--- config.mk ---
export PLATFORM = sky130hd
export DESIGN_NAME = thermometer_encoder
export DESIGN_NICKNAME = d
export VERILOG_FILES = /design/src/rtl/thermometer_encoder.sv
export SDC_FILE = /design/constraint.sdc
export NUM_CORES = 1
export LEC_CHECK = 0
export CORE_MARGIN = 2
export CORE_UTILIZATION = 51
export CTS_CLUSTER_DIAMETER = 60
export DETAILED_ROUTE_END_ITERATION = 10
export PLACE_DENSITY = 0.81
export SETUP_SLACK_MARGIN = 0.5
export SLEW_MARGIN = 20
export SYNTH_ARGS = -nofsm -noshare
export SYNTH_HDL_FRONTEND = slang
export SYNTH_SLANG_ARGS = --single-unit
--- constraint.sdc ---
create_clock -name clk -period 3.9 [get_ports clk]
set_input_delay 0.78 -clock clk [delete_from_list [all_inputs] [get_ports clk]]
set_output_delay 0.78 -clock clk [all_outputs]
set_load 0.02 [all_outputs]
--- src/rtl/thermometer_encoder.sv ---
// thermometer_encoder: synchronise, debounce and validate a 16-bit thermometer bar into a 0..16 count.
// Ports:
//   clk           system clock, rising edge
//   rst           asynchronous active-high reset
//   LEDs          16-bit thermometer bar, asynchronous to clk, bit 0 = lowest segment
//   current_count accepted count 0..16, registered
//   count_valid   one-cycle strobe when {current_count, code_error} changes
//   code_error    high while the last accepted code was not a legal thermometer code
// Build option: BUBBLE_CORRECT_EN - when defined, an illegal code reports its popcount
//   instead of holding the previous count.
module thermometer_encoder #(
  parameter int STABLE_CYCLES = 4
) (
  input  logic        clk,
  input  logic        rst,
  input  logic [15:0] LEDs,
  output logic [4:0]  current_count,
  output logic        count_valid,
  output logic        code_error
);
  typedef enum logic {LOCKED, SETTLE} state_t;
  state_t      state_q, state_d;
  logic [15:0] s1_q, s2_q, cand_q, cand_d;
  logic [7:0]  cnt_q, cnt_d;
  logic [4:0]  count_q, count_d, pop, bad_count;
  logic        err_q, err_d, valid_q, valid_d, legal;
  always_comb begin
    pop = '0;
    for (int i = 0; i < 16; i++) pop = pop + 5'(cand_q[i]);
  end
  // 2^k-1 patterns are exactly those with no carry into a set bit when incremented
  assign legal = (({1'b0, cand_q} & ({1'b0, cand_q} + 17'd1)) == 17'd0);
`ifdef BUBBLE_CORRECT_EN
  assign bad_count = pop;
`else
  assign bad_count = count_q;
`endif
  always_comb begin
    state_d = state_q;
    cand_d  = cand_q;
    cnt_d   = cnt_q;
    count_d = count_q;
    err_d   = err_q;
    valid_d = 1'b0;
    if (s2_q != cand_q) begin
      cand_d  = s2_q;
      cnt_d   = 8'd1;
      state_d = SETTLE;
    end else if (state_q == SETTLE) begin
      if (cnt_q < 8'(STABLE_CYCLES)) begin
        cnt_d = cnt_q + 8'd1;
      end else begin
        state_d = LOCKED;
        count_d = legal ? pop : bad_count;
        err_d   = !legal;
        valid_d = {count_d, err_d} != {count_q, err_q};
      end
    end
  end
  always_ff @(posedge clk or posedge rst) begin
    if (rst) begin
      s1_q    <= '0;
      s2_q    <= '0;
      cand_q  <= '0;
      cnt_q   <= '0;
      state_q <= LOCKED;
      count_q <= '0;
      err_q   <= 1'b0;
      valid_q <= 1'b0;
    end else begin
      s1_q    <= LEDs;
      s2_q    <= s1_q;
      cand_q  <= cand_d;
      cnt_q   <= cnt_d;
      state_q <= state_d;
      count_q <= count_d;
      err_q   <= err_d;
      valid_q <= valid_d;
    end
  end
  assign current_count = count_q;
  assign code_error    = err_q;
  assign count_valid   = valid_q;
endmodule

; Yosys cells after proc, flatten, opt, wreduce, memory -nomap -nowiden
; Index checks and enable logic that the tools add are counted.
; Widths: inputs -> output; s select.
[classes]
n_addsub = 17
muxes = 10
bitwise = 3
multipliers = 0
shift = 0
div = 0
reduce_logical = 6
magnitude_cmp = 1
n_eq_ne = 2
[op_table]
columns = op, n
row1 = $add 5x1->5, 11
row2 = $mux 8, 3
row3 = $add 16x1->17 const B, 1
row4 = $and 16x17->17, 1
row5 = $logic_not 17->1, 1
row6 = $ne 16x16->1, 1
row7 = $add 8x1->8 const B, 1
row8 = $lt 8x3->1 const B, 1
row9 = $mux 1, 6
row10 = $ne 6x6->1, 1
row11 = $add 4x1->5, 1
row12 = $mux 5, 1
row13 = $add 3x1->4, 1
row14 = $reduce_bool 2->1, 2
row15 = $add 2x1->3, 1
row16 = $reduce_and 3->1, 1
row17 = $add 1x1->2, 1
row18 = $not 1->1, 2
row19 = $reduce_and 2->1, 1
row20 = $logic_not 1->1, 1
[word_totals]
reg_bits = 64
out_inout_bits = 7
ramBits = 0
elab_cells = 47
mem_bits_ro = 0
latchBits = 0
in_bits = 18
memories = 0

; Logic depth before layout (Yosys ltp)
[logic_depth]
ltp_word = 20
mapped_depth = 15
ltp_nobuf = 14

; Least setup slack after synthesis
; Ideal clock, no wire load.
[synth_timing]
path_type = register -> register
startpoint = register cand_q[0]
endpoint = register valid_q (netlist: count_valid)
slack_ns = 0.076
synth_period_minus_slack_ns = 3.824
stages_incl_launch_ff = 13
arrival_time_ns = 3.725
cell_sequence = dfrtp_1 -> inv_1 -> fa_1 -> fa_1 -> fa_1 -> fa_1 -> inv_1 -> ha_1 -> fa_1 -> xnor2_1 -> xnor2_1 -> nor4_1 -> a311oi_1
[synth_via]
elab_chain_cells = 20
elab_cells_between_ends = 25
classes_between = add/sub: 16 / eq/ne: 2 / mux: 4 / bitwise: 1 / reduce/logical: 2
[synth_rtl]
columns = element, line_no
row1 = "start, declared", 23  ; logic [15:0] s1_q, s2_q, cand_q, cand_d;
row2 = "start signal, assigned", 73  ; cand_q <= cand_d;
row3 = $add 1x1->2, 29  ; for (int i = 0; i < 16; i++) pop = pop + 5'(cand_q[i]);
row4 = $add 2x1->3, 29
row5 = $add 3x1->4, 29
row6 = $add 4x1->5, 29
row7 = $add 5x1->5 (11 in a row), 29
row8 = $mux 5, 54  ; count_d = legal ? pop : bad_count;
row9 = $ne 6x6->1, 56  ; valid_d = {count_d, err_d} != {count_q, err_q};
row10 = $mux 1, 50  ; if (cnt_q < 8'(STABLE_CYCLES)) begin
row11 = $mux 1, 49  ; end else if (state_q == SETTLE) begin
row12 = $mux 1 *, 45  ; if (s2_q != cand_q) begin
row13 = net valid_d, 26  ; logic err_q, err_d, valid_q, valid_d, legal;
row14 = "end signal, assigned", 78  ; valid_q <= valid_d;
row15 = "end, declared", 26
; Mark *: on every way through the listed nets, which the timed path passes. The rest lies on a longest branch.
; A chain may end at the register's enable or synchronous reset.

; Worst setup path after layout
[layout_timing]
startpoint = register cand_q[15]
endpoint = register valid_q (netlist: count_valid)
[layout_via]
elab_chain_cells = 8
elab_cells_between_ends = 11
classes_between = add/sub: 2 / eq/ne: 2 / mux: 4 / bitwise: 1 / reduce/logical: 2
[layout_rtl]
columns = element, line_no
row1 = $add 16x1->17, 32  ; assign legal = (({1'b0, cand_q} & ({1'b0, cand_q} + 17'd1)) == 17'd0);
row2 = $and 16x17->17, 32
row3 = $logic_not 17->1, 32
row4 = $mux 5 / $logic_not 1->1 (equally long branches), "54, 55"
row5 = $ne 6x6->1, 56
row6 = $mux 1, 50
row7 = $mux 1, 49
row8 = $mux 1 *, 45
row9 = net valid_d, 26
; Marks and branches as above.

==> results.rst <==
.. list-table::
   :header-rows: 1

   * - Metric
     - Value
   * - Floorplan row count
     - 26
   * - Area growth from synthesis to final layout
     - 21.10%
   * - Commonest non-fill, non-tap cells in the layout
     - sky130_fd_sc_hd__dfrtp_1 (63), sky130_fd_sc_hd__clkdlybuf4s50_1 (24), sky130_fd_sc_hd__inv_1 (22)
   * - Beginning of the worst hold path
     - s1_q[13]
   * - Synthesized netlist net count
     - around 260
   * - Number of antenna-violating nets in the routed design
     - 0
   * - Final cycle utilization of the critical path
     - 0.9825
   * - Critical Path End Type
     - register
   * - Top-level I/O count
     - 25
   * - Hold Violations, Final
     - 0
   * - Mean Syn Cell Area
     - about 13 sq um
   * - Worst path top cell family by delay
     - adder cells
   * - Number of cells traversed by the worst hold path
     - 0
   * - Upper clock frequency limit
     - between 200 and 300 MHz
   * - Worst hold path class
     - reg -> reg
   * - Clock share of power
     - 0.307
   * - Status
     - complete, no violations
   * - GRT Residual Overflow
     - 0
   * - Clock-pin slew on the worst setup and hold paths
     - approximately 0.070 ns
   * - Gate count after technology mapping
     - 221
   * - Number of port buffers
     - 24
   * - Area of the mapped netlist
     - between 0.002 and 0.003 sq mm
   * - Depth of the most critical reg-to-reg path
     - 11
   * - Launching element type of the critical path
     - register
   * - Total net switching power
     - between 400 and 500 uW
   * - Final setup vio count
     - 0
   * - Clock tree skew after final layout
     - 0.007541 ns
   * - Type of the setup path with the least slack
     - reg -> reg
   * - Worst vdd ir
     - 0.2788 mV
   * - Total number of clock tree sinks
     - 64
   * - Average wire per cell in the routed design
     - approximately 14 um
   * - Critical Path Slowest Stage Cell
     - sky130_fd_sc_hd__fa_1
   * - Post-detailed-route via-to-cell ratio
     - about 5.0
   * - Final RePlAce weighted congestion
     - approximately 0.87
   * - Worst-case setup slack after placement
     - -0.09074 ns
   * - Ys Warns
     - 0
   * - Post-detailed-placement cell area
     - roughly 0.0031 sq mm
   * - Int Pwr
     - ~1.2 mW
   * - Estimated wirelength of the detail-placed design
     - around 3400 um
   * - Required arrival time at the worst endpoint
     - 4.13 ns
   * - Slew at the pin closest to its max-slew limit
     - between 0.4 and 0.5 ns
   * - Most prevalent standard cell on the critical path
     - sky130_fd_sc_hd__fa_1
   * - Fraction of power consumed by combinational cells
     - 0.271
   * - Maximum number of pins on one net before global-route repair
     - 27
   * - Worst max-slew margin expressed relative to the limit
     - 0.7153
   * - Slack of the critical path
     - between 0.06 and 0.07 ns
   * - Total Routing Usage GR
     - 0.1821
   * - Finished layout cell area
     - about 0.0033 sq mm
   * - Maximum fanout along the worst path
     - 2
   * - Arrival @ worst endpoint
     - slightly above 4 ns
   * - Floorplan Core Area
     - around 0.0052 sq mm
   * - Number of library cell types mapped by synthesis
     - 37
   * - Power per standard cell area
     - between 400 and 500 mW/mm^2
   * - Antenna Diode Count
     - 0
   * - Leakage power total
     - between 1.5 and 2 nW
   * - Share of layout cells above drive strength 1
     - 0.2016
   * - Number of vias in the routed layout
     - ~1600
   * - Clock buffer depth
     - 2
   * - Starting DRT DRC Count
     - 79
   * - Source-to-sink clock delay at the later pin of the worst-skew pair
     - about 0.34 ns
   * - Drt first pass iters
     - 5
   * - Wire length of the first global-routing pass
     - 8066 um
   * - Buf/Inv on CP
     - 2
   * - TritonCTS clock tree
     - done
   * - Maximum level of the CTS H-tree
     - 3
   * - List of cells traversed by the critical path
     - inv_1 -> fa_1 -> fa_1 -> fa_1 -> fa_1 -> inv_2 -> ha_4 -> fa_2 -> xor2_1 -> nor4_2 -> a311oi_1
   * - Reg-to-Reg Start
     - cand_q[15]
   * - Max Transition Viols Final
     - 0
   * - Time the worst path needs with I/O delays and setup
     - roughly 3.8 ns
   * - Width of the die
     - ~78 um
   * - Number of antenna violations at the first check in global routing
     - 0
   * - DRC violations left
     - 0
   * - Total wirelength of the detailed-routed design
     - ~4600 um
   * - Placed Cells
     - 306
   * - Most frequent standard cell in the layout excluding fill and tap cells
     - sky130_fd_sc_hd__dfrtp_1
   * - Clock buffers created by TritonCTS
     - 9
   * - Number of stages on the worst setup path
     - 11
   * - Full die area
     - 0.006024 sq mm
   * - Unrepaired setup endpoints after global routing
     - yes
   * - Sequential-to-total area share from yosys stat
     - 0.5794
   * - Launch point of the worst path
     - cand_q[15]
   * - Layout Cells excl Fill
     - between 300 and 400
   * - Switching part of the total
     - 0.2900
   * - Total number of nets in the final design
     - just under 300
   * - Count of maximum capacitance violations
     - 0
   * - Flop and latch count out of synthesis
     - 64
   * - Height of the chip
     - 77.62 um
   * - Biggest cell delay along the critical path
     - 0.55 ns
   * - Clock Tree Root
     - sky130_fd_sc_hd__clkbuf_8
   * - Number of global-route vias before repair
     - ~1700
   * - Sequential fraction of design power
     - 0.422
   * - Initial core utilization
     - 0.5343
   * - Final cell utilization of the core
     - 0.6471
==> power groups by stage <==
stage          clock network [mW]  registers (mW)  logic (mW)
6_report                    0.513           0.707       0.454
3_5_place_dp                    0           0.720       0.383
3_3_place_gp                    0           0.718       0.369
4_1_cts                     0.529           0.707       0.434
5_1_grt                     0.561           0.709       0.503
2_1_floorplan                   0           0.716       0.306
==> cells in the mapped netlist <==
| cell type | count | area (sq um) |
|---|---|---|
| sky130_fd_sc_hd__a311oi_1 | 1 | 8.760 |
| sky130_fd_sc_hd__o211a_1 | 1 | 10.01 |
| sky130_fd_sc_hd__inv_1 | 30 | 112.6 |
| sky130_fd_sc_hd__and3_1 | 1 | 6.260 |
| sky130_fd_sc_hd__nor3_1 | 1 | 5.000 |
| sky130_fd_sc_hd__nand3_1 | 6 | 30.03 |
| sky130_fd_sc_hd__o41ai_1 | 1 | 8.760 |
| sky130_fd_sc_hd__nand2b_1 | 1 | 6.260 |
| sky130_fd_sc_hd__or2_2 | 3 | 18.77 |
| sky130_fd_sc_hd__or4_1 | 1 | 7.510 |
| sky130_fd_sc_hd__clkbuf_1 | 17 | 63.81 |
| sky130_fd_sc_hd__dfrtp_1 | 64 | 1602 |
| sky130_fd_sc_hd__o22a_1 | 1 | 8.760 |
| sky130_fd_sc_hd__nor2_1 | 4 | 15.01 |
| sky130_fd_sc_hd__a31oi_1 | 1 | 6.260 |
| sky130_fd_sc_hd__buf_6 | 2 | 22.52 |
| sky130_fd_sc_hd__xnor2_1 | 20 | 175.2 |
| sky130_fd_sc_hd__ha_1 | 8 | 100.1 |
| sky130_fd_sc_hd__xor2_1 | 4 | 35.03 |
| sky130_fd_sc_hd__a2111oi_0 | 1 | 8.760 |
| sky130_fd_sc_hd__and2b_1 | 1 | 7.510 |
| sky130_fd_sc_hd__and4_1 | 2 | 17.52 |
| sky130_fd_sc_hd__o21ai_0 | 1 | 5.000 |
| sky130_fd_sc_hd__fa_1 | 10 | 200.2 |
| sky130_fd_sc_hd__and4b_1 | 1 | 10.01 |
| sky130_fd_sc_hd__a21oi_1 | 3 | 15.01 |
| sky130_fd_sc_hd__a222oi_1 | 1 | 10.01 |
| sky130_fd_sc_hd__mux2_4 | 3 | 45.04 |
| sky130_fd_sc_hd__nand3b_1 | 1 | 7.510 |
| sky130_fd_sc_hd__nand4_1 | 9 | 56.30 |
| sky130_fd_sc_hd__nand2_1 | 4 | 15.01 |
| sky130_fd_sc_hd__a21o_1 | 1 | 7.510 |
| sky130_fd_sc_hd__and2_1 | 5 | 31.28 |
| sky130_fd_sc_hd__mux2i_1 | 4 | 40.04 |
| sky130_fd_sc_hd__nor2b_1 | 3 | 18.77 |
| sky130_fd_sc_hd__nor4_1 | 3 | 18.77 |
| sky130_fd_sc_hd__o21a_1 | 1 | 7.510 |
==> final timing paths <==
kind | endpoint | slack [ns]
max | count_valid | 0.07
min | s2_q[13] | 0.34
max reg2reg | count_valid | 0.07
min reg2reg | s2_q[13] | 0.34
max in group asynchronous | current_count[0] | 2.49
min in group asynchronous | s2_q[6] | 0.73
==> timing repair <==
item / 4_1_cts / 5_1_grt
gates resized for setup: 3 / 4
buffers inserted: 4 / 2
pin swaps: 8 / 0
endpoints found under the setup margin: 5 / 5
hold buffers: 0 / 0
==> metrics by stage <==
stage	hold WS, ns	setup TNS (ns)	power [mW]
after floorplan	0.3312	0	1.023
after global placement	0.3320	0	1.087
after detailed placement	0.3364	-0.09074	1.103
after CTS	0.3487	0	1.670
after global routing	0.3552	-0.04812	1.773
final	0.3437	0	1.673
==> layer usage <==
layer	routed length (um)	global-route usage
met5	0	0
met2	2304	0.2793
met1	1987	0.2303
met4	82	0.08036
met3	242	0.06977
==> cell families (layout without fill, tap and decap cells) <==
kind of cell	Yosys count	count (layout)	synth area share
flip-flops	64	64	0.5794
AND/OR/NAND/NOR	46	46	0.09824
multiplexers	7	7	0.03078
XOR/XNOR	24	24	0.07605
buffers and inverters	49	86	0.07198
adder cells (fa/ha/maj)	18	18	0.1086
AO/OA/AOI/OAI	13	13	0.03486
==> flip-flops by register name, indices dropped and copies added, names as in the netlist <==
signal / cells
state_q: 1
code_error: 1
cand_q: 16
s1_q: 16
current_count: 5
s2_q: 16
cnt_q: 8
count_valid: 1
==> area by class of cell <==
class,count,area [sq um]
fillers,416,1826
flip-flops and latches,64,1603
inverters,30,112.6
repair buffers,40,360.3
multi-input cells,108,999.7
clock buffers,12,155.1
clock inverters,4,28.78
well taps,70,87.58
No activity file was read; power rests on OpenSTA's default activity.
